### src/rtl/ps2_host_tx.sv
// ps2_host_tx: host-to-device PS/2 byte transmitter with inhibit, request-to-send, odd parity and ack check
module ps2_host_tx #(
  parameter int CLK_HZ     = 50_000_000,
  parameter int INHIBIT_US = 100,
  parameter int TIMEOUT_US = 15000,
  parameter int FILTER_LEN = 8
) (
  input  logic       clk_chipset,
  input  logic       reset,
  input  logic [7:0] tx_data,
  input  logic       tx_valid,
  output logic       tx_ready,
  output logic       tx_done,
  output logic       tx_error,
  output logic       busy,
  input  logic       ps2_clk_i,
  input  logic       ps2_dat_i,
  output logic       ps2_clk_oe,
  output logic       ps2_dat_oe
);
  localparam longint INH_L  = longint'(INHIBIT_US) * longint'(CLK_HZ) / 1_000_000;
  localparam longint TO_L   = longint'(TIMEOUT_US) * longint'(CLK_HZ) / 1_000_000;
  localparam int     INH_CYC = int'(INH_L);
  localparam int     TO_CYC  = int'(TO_L);
  localparam int     TMAX    = TO_CYC > INH_CYC ? TO_CYC : INH_CYC;
  localparam int     TW      = $clog2(TMAX + 1);
  localparam int     FW      = $clog2(FILTER_LEN + 1);

  typedef enum logic [2:0] {IDLE, INHIBIT, RTS, SHIFT, ACK, RELEASE, DONE, ERR} state_t;

  state_t        st_q;
  logic [1:0]    clk_s_q, dat_s_q;
  logic          filt_q;
  logic [FW-1:0] fcnt_q;
  logic [9:0]    sh_q;
  logic [3:0]    cnt_q;
  logic [TW-1:0] tmr_q;
  logic          clk_oe_q, dat_oe_q, done_q, err_q;
  logic          flip, fall, dat_s;

  assign flip       = (clk_s_q[1] != filt_q) && (fcnt_q == FW'(FILTER_LEN - 1));
  assign fall       = flip && filt_q;
  assign dat_s      = dat_s_q[1];
  assign tx_ready   = st_q == IDLE;
  assign busy       = st_q != IDLE;
  assign tx_done    = done_q;
  assign tx_error   = err_q;
  assign ps2_clk_oe = clk_oe_q;
  assign ps2_dat_oe = dat_oe_q;

  // Synchronise both pins and debounce CLK: a level change is accepted only after FILTER_LEN agreeing samples
  always_ff @(posedge clk_chipset or posedge reset)
    if (reset) begin
      clk_s_q <= 2'b11;
      dat_s_q <= 2'b11;
      filt_q  <= 1'b1;
      fcnt_q  <= '0;
    end else begin
      clk_s_q <= {clk_s_q[0], ps2_clk_i};
      dat_s_q <= {dat_s_q[0], ps2_dat_i};
      if (clk_s_q[1] == filt_q) fcnt_q <= '0;
      else if (flip) begin
        filt_q <= clk_s_q[1];
        fcnt_q <= '0;
      end else fcnt_q <= fcnt_q + 1'b1;
    end

  // Transfer FSM: pin drives and pulses are registered; DATA only changes in the cycle after a filtered fall
  always_ff @(posedge clk_chipset or posedge reset)
    if (reset) begin
      st_q     <= IDLE;
      sh_q     <= '0;
      cnt_q    <= '0;
      tmr_q    <= '0;
      clk_oe_q <= 1'b0;
      dat_oe_q <= 1'b0;
      done_q   <= 1'b0;
      err_q    <= 1'b0;
    end else begin
      done_q <= 1'b0;
      err_q  <= 1'b0;
      case (st_q)
        IDLE:
          if (tx_valid) begin
            sh_q     <= {1'b1, ~^tx_data, tx_data};
            tmr_q    <= TW'(INH_CYC - 1);
            clk_oe_q <= 1'b1;
            st_q     <= INHIBIT;
          end
        INHIBIT:
          if (tmr_q != '0) tmr_q <= tmr_q - 1'b1;
          else if (!dat_oe_q) dat_oe_q <= 1'b1;
          else begin
            clk_oe_q <= 1'b0;
            tmr_q    <= TW'(TO_CYC);
            st_q     <= RTS;
          end
        RTS, SHIFT, ACK, RELEASE: begin
          tmr_q <= fall ? TW'(TO_CYC) : tmr_q - 1'b1;
          if (!fall && tmr_q == '0) begin
            st_q     <= ERR;
            err_q    <= 1'b1;
            clk_oe_q <= 1'b0;
            dat_oe_q <= 1'b0;
          end else if (st_q == RTS && fall) begin
            dat_oe_q <= ~sh_q[0];
            cnt_q    <= 4'd1;
            st_q     <= SHIFT;
          end else if (st_q == SHIFT && fall) begin
            sh_q     <= sh_q >> 1;
            dat_oe_q <= ~sh_q[1];
            cnt_q    <= cnt_q + 4'd1;
            if (cnt_q == 4'd9) st_q <= ACK;
          end else if (st_q == ACK && fall) begin
            st_q     <= dat_s ? ERR : RELEASE;
            err_q    <= dat_s;
            dat_oe_q <= 1'b0;
          end else if (st_q == RELEASE && filt_q && dat_s) begin
            st_q   <= DONE;
            done_q <= 1'b1;
          end
        end
        DONE:    st_q <= IDLE;
        ERR:     st_q <= IDLE;
        default: st_q <= IDLE;
      endcase
    end
endmodule

### config.mk
export PLATFORM = sky130hd
export DESIGN_NAME = ps2_host_tx
export DESIGN_NICKNAME = d
export VERILOG_FILES = /design/src/rtl/ps2_host_tx.sv
export SDC_FILE = /design/constraint.sdc
export NUM_CORES = 1
export LEC_CHECK = 0
export CAP_MARGIN = 0
export CORE_MARGIN = 4
export CORE_UTILIZATION = 64
export DETAILED_ROUTE_END_ITERATION = 10
export PLACE_DENSITY = 0.85
export SLEW_MARGIN = 30
export SYNTH_ARGS = -nofsm -noshare
export SYNTH_HDL_FRONTEND = slang
export SYNTH_SLANG_ARGS = --single-unit
### constraint.sdc
create_clock -name clk_chipset -period 3.65 [get_ports clk_chipset]
set_input_delay 0.365 -clock clk_chipset [delete_from_list [all_inputs] [get_ports clk_chipset]]
set_output_delay 0.365 -clock clk_chipset [all_outputs]
set_load 0.05 [all_outputs]
* Yosys cells after proc, flatten, opt, wreduce, memory -nomap -nowiden
Index checks and enable logic that the tools add are counted.
** Word-level totals
- Bits in registers :: 50
- Latch bits :: 0
- Bits in writable memories :: 0
- ROM bits :: 0
- Input bits :: 13
- Output and inout port bits :: 6
- Word-level logic and storage cells :: 115
- Memories kept :: 0
** Cells by class
- $add $sub $neg :: 3
- Multipliers :: 0
- Divide/modulo/power cells :: 0
- $lt $le $gt $ge :: 0
- Equality and inequality tests :: 22
- Shift-type cells :: 0
- Multiplexer cells :: 47
- Bitwise logic cells :: 4
- Reductions and logical operators :: 27
** Operator list (number)
- $mux 20 :: 4
- $pmux 20 s3 :: 1
- $mux 10 :: 4
- $mux 3 :: 9
- $logic_not 20->1 :: 1
- $mux 1 :: 20
- $pmux 10 s2 :: 1
- $reduce_bool 20->1 :: 1
- $sub 20x1->20 const B :: 1
- $mux 4 :: 4
- $reduce_and 5->1 :: 3
- $ne 2x2->1 const B :: 7
- $eq 3x3->1 const B :: 4
- $pmux 3 s4 :: 1
- $ne 5x5->1 const B :: 2
- $reduce_and 3->1 :: 3
- $add 4x1->4 const B :: 2
- $logic_and 1x1->1 :: 8
- $reduce_xnor 8->1 :: 1
- $eq 3x2->1 const B :: 2
- $ne 6x6->1 const B :: 1
- $reduce_bool 2->1 :: 3
- $reduce_bool 3->1 :: 2
- $eq 4x3->1 const B :: 1
- 14 further kinds :: 17

* Logic depth before layout (Yosys ltp)
- Depth in word-level cells :: 9
- Gate-level depth with buffers :: 8
- Depth with buffers taken out :: 7

* Least setup slack after synthesis
No wires, ideal clock.
- Path type :: register to register
- Start :: register st_q[1]
- End :: register tmr_q[17]
- Library setup time :: 0.124 ns
- Arrival time :: 2.396 ns
- Required time :: 3.526 ns
- Path slack :: 1.130 ns
- Cell stages (with the launch flop) :: 9
- Path buffers :: 2
- Period minus slack after synthesis :: 2.520 ns
- Path through :: dfrtp_1 > buf_2 > nor2_1 > clkbuf_1 > nand2_1 > inv_1 > nor2_1 > a32o_1 > a211o_2
** On the way
- Elaborated cells between the ends (all ways) :: 12
- Classes of those cells :: eq/ne (7); mux (1); reduce/logical (4)
** RTL lines
- start: declaration :: RTL line 31 : state_t st_q;
- start signal: assignment :: RTL line 115 : st_q <= dat_s ? ERR : RELEASE;
- $logic_not 3->1 *
- named net tx_ready :: RTL line 12 : output logic tx_ready,
- $ne 2x2->1 (no line) or $reduce_bool 3->1 (tied branches)
- $reduce_and 3->1 (no line)
- end signal: assignment :: RTL line 86 : tmr_q <= TW'(INH_CYC - 1);
- end signal: assignment :: RTL line 91 : if (tmr_q != '0) tmr_q <= tmr_q - 1'b1;
- end signal: assignment :: RTL line 95 : tmr_q <= TW'(TO_CYC);
- end: declaration :: RTL line 37 : logic [TW-1:0] tmr_q;
Mark *: on every way through the listed nets, which the timed path passes. The rest lies on a longest branch.
A chain may end at the register's enable or synchronous reset.

* Worst setup path after layout
- Start :: register st_q[1]
- End :: output port tx_ready
** On the way
- Longest elaborated chain between the ends :: 1
** Ends and longest elaborated chain
- $logic_not 3->1 :: RTL line 44 : assign tx_ready = st_q == IDLE;
- end: declaration :: RTL line 12
No other way between the ends.

==> PnR_summary.wiki <==
{| class="wikitable"
! Metric !! Value
|-
| Status || finished clean
|-
| Layout cells sized above 1 || 10.31%
|-
| DR WL/cell || roughly 18 um
|-
| FILL cells || roughly 340
|-
| Clock sink count || 50
|-
| Mapped Cells || around 350
|-
| Cell at the root of the clock tree || clkbuf_8
|-
| Worst Setup Path Type || reg -> out
|-
| Placement row count || 24
|-
| Final max-slew violation count || 0
|-
| Maximum buffer depth of the clock tree || 2
|-
| Post-Layout Cell Count || a little over 400
|-
| Initial standard-cell utilization of the core || 67.90%
|-
| Critical register-to-register path startpoint || tmr_q[0]$_DFFE_PP0P_
|-
| Slew @ Worst Pin || 680.3 ps
|-
| Area inside the core boundary || 4474 sq um
|-
| Topmost layer with routed signal wires || met4
|-
| Cell Count Post-Placement || approximately 400
|-
| # nets final || 376
|-
| Hold Fails Final Rpt || 0
|-
| Via count of the first global-routing pass || 2530
|-
| Post-route cell area || 3373 sq um
|-
| Skew final || 5.143 ps
|-
| Required time at the worst-slack endpoint || 3280 ps
|-
| CP endpoint kind || primary output
|-
| Die X-Extent || between 70 and 80 um
|-
| Most frequent cells in the layout || nand2_1, dfrtp_1, nor2_1
|-
| Instance area at placement || between 3000 and 4000 sq um
|-
| Highest achievable clock rate || 325.2 MHz
|-
| Vias after detailed routing || 2791
|-
| M1 WL || between 3000 and 4000 um
|-
| Max rail drop VDD || 0.2502 mV
|-
| First-pass GRT wire length || about 12000 um
|-
| Core Util, Final || 75.39%
|-
| Routability Congestion || 0.9419
|-
| PostCTS Resize Cnt || 0
|-
| Met3 layer wire length in the routed design || 648 um
|-
| FF-to-FF path depth || 7
|-
| Tightest Hold Check Type || reg -> reg
|-
| Relative max-transition margin || 54.23%
|-
| Sequential share of the synthesized area || 41.39%
|-
| First drt pass iteration count || 5
|-
| Number of antenna violations at the first check in global routing || 0
|-
| Reg2reg end || tmr_q[1]$_DFFE_PP0P_
|-
| Number of warning messages in the yosys log || 0
|-
| Sum Neg Setup Slack || 0 ps
|-
| Average size of a mapped cell || slightly below 9 sq um
|-
| Die height || ~77 um
|-
| RSZ-0062 raised after global routing || no
|-
| Total length of routed wires || 7215 um
|-
| Count of flip-flops with a built-in enable after synthesis || 0
|-
| Insertion delay to the later sink of the worst-skew pair || 310 ps
|-
| Hold-fix buffer count after cts || 0
|-
| Most common library cell in the layout ignoring fill and taps || nand2_1
|-
| Total power divided by cell area || ~350 nW/um^2
|-
| Clock period minus worst slack || 3075 ps
|-
| Signed area change from the synthesized netlist to the final layout || 11.04%
|-
| Top-level I/O count || 19
|-
| Maximum number of pins on one net before global-route repair || 51
|-
| Synth cell types || 62
|-
| Post-Syn Nets || ~360
|-
| GRT Resource Usage Total || around 25%
|-
| Via/cell ratio || 6.791
|-
| Post-CTS setup repair buffer count || 0
|-
| Maximum Capacitance Violations || 0
|-
| Final worst path period share || 84.24%
|-
| Leakage power || 1.388 nW
|-
| Startpoint type of the worst setup path || register
|-
| Asr flop ratio synth || 100.0%
|-
| Remaining global-route overflow || 0
|-
| Post-synthesis instance area || 3038 sq um
|-
| CP Capture Point || tx_ready
|-
| Htree depth || 2
|-
| Clock Pin Slew Worst Setup and Hold Paths || 90 ps
|-
| Violation count after the first detailed-route iteration || 330
|-
| #FFs+latches synth || 50
|-
| TritonCTS clock tree || built
|-
| Tot Pwr || 0.001171 W
|-
| Number of remaining DRC errors || 0
|-
| Worst setup path start || st_q[1]$_DFFE_PP0P_
|-
| DP Wirelength || 4945 um
|-
| Peak fanout along the critical path || 18
|-
| Routed length on met2 || roughly 3300 um
|-
| Final setup violating endpoints || 0
|-
| Antenna-violating nets left || 0
|-
| Number of antenna cells inserted || 0
|-
| Register-to-register setup slack || roughly 1100 ps
|-
| Data arrival time of the worst path || 2710 ps
|-
| Ys flop type || dfrtp_1
|-
| Number of clock buffers inserted by TritonCTS || 5
|-
| Buffers added on ports || 18
|-
| DIE AREA || 5913 sq um
|}
-- final cells by class --
cell class | count | area (sq um) | area share, %
flip-flops and latches | 50 | 1257 | 37.28
repair buffers | 23 | 217.7 | 6.454
clock inverters | 2 | 60.06 | 1.780
well taps | 52 | 65.06 | 1.929
clock buffers | 6 | 82.58 | 2.448
multi-input cells | 260 | 1620 | 48.03
inverters | 18 | 70.07 | 2.077
-- state kept, by name, indices dropped and copies added, names as in the netlist --
register	cells
clk_s_q	2
cnt_q	4
dat_s_q	2
fcnt_q	4
filt_q	1
ps2_clk_oe	1
ps2_dat_oe	1
sh_q	10
st_q	3
tmr_q	20
tx_done	1
tx_error	1
-- how the worst min path moves through the flow --
stage | from | to | slack, ps | cells after the start
floorplan | clk_s_q[0]$_DFF_PP1_ | clk_s_q[1]$_DFF_PP1_ | 350 | 0
global placement | dat_s_q[0]$_DFF_PP1_ | dat_s_q[1]$_DFF_PP1_ | 350 | 0
detailed placement | dat_s_q[0]$_DFF_PP1_ | dat_s_q[1]$_DFF_PP1_ | 350 | 0
CTS | dat_s_q[0]$_DFF_PP1_ | dat_s_q[1]$_DFF_PP1_ | 360 | 0
global route | dat_s_q[0]$_DFF_PP1_ | dat_s_q[1]$_DFF_PP1_ | 370 | 0
finish | dat_s_q[0]$_DFF_PP1_ | dat_s_q[1]$_DFF_PP1_ | 360 | 0
-- kinds of logic after synthesis --
kind of cell             after synthesis  synth area share, %
XOR/XNOR                              12                3.460
AO/OA/AOI/OAI                        106                24.22
adder cells (fa/ha/maj)                5                2.059
buffers and inverters                 36                5.272
AND/OR/NAND/NOR                      135                22.90
flip-flops                            50                41.39
multiplexers                           2               0.7002
-- metal layers --
layer | GRT usage (%) | vias to the layer above
li1 | - | 1293
met1 | 35.43 | 1315
met2 | 39.11 | 162
met3 | 4.801 | 21
met4 | 8.514 | 0
met5 | 0 | -
-- through the flow --
| step | setup WS [ps] | hold slack, ps |
|---|---|---|
| 6_report | 575.1 | 359.6 |
| 3_3_place_gp | 1093 | 345.4 |
| 5_1_grt | 460.8 | 370.9 |
| 4_1_cts | 661.9 | 360.1 |
| 2_1_floorplan | 1130 | 345.2 |
| 3_5_place_dp | 1006 | 347.3 |
-- cell usage after synthesis, types with 6 or more instances --
master | count | area (sq um)
a31oi_1 | 18 | 112.6
o21ai_0 | 24 | 120.1
inv_1 | 18 | 67.56
nor2_1 | 26 | 97.59
nor3_1 | 11 | 55.05
nand2_1 | 48 | 180.2
a21oi_1 | 12 | 60.06
o31ai_1 | 7 | 52.55
clkbuf_1 | 10 | 37.54
or3_1 | 6 | 37.54
buf_2 | 7 | 35.03
a211oi_1 | 10 | 75.07
xnor2_1 | 10 | 87.58
dfrtp_1 | 45 | 1126
nand3_1 | 10 | 50.05
-- worst max-delay path, stage by stage, from the launching register on --
cell	delay (ps)
dfrtp_1	590
nor2_1	610
nand2_1	160
inv_1	190
clkdlybuf4s50_1	840
-- report_power, final --
part | switching [W] | total [W] | internal (W) | leakage [nW]
clock network | 0.000185 | 0.000477 | 0.000292 | 0.0714
logic | 0.0000510 | 0.0000952 | 0.0000443 | 0.747
registers | 0.0000201 | 0.000599 | 0.000579 | 0.570
total | 0.000256 | 0.00117 | 0.000915 | 1.39
Note: power is estimated with default switching activity, not from simulation.
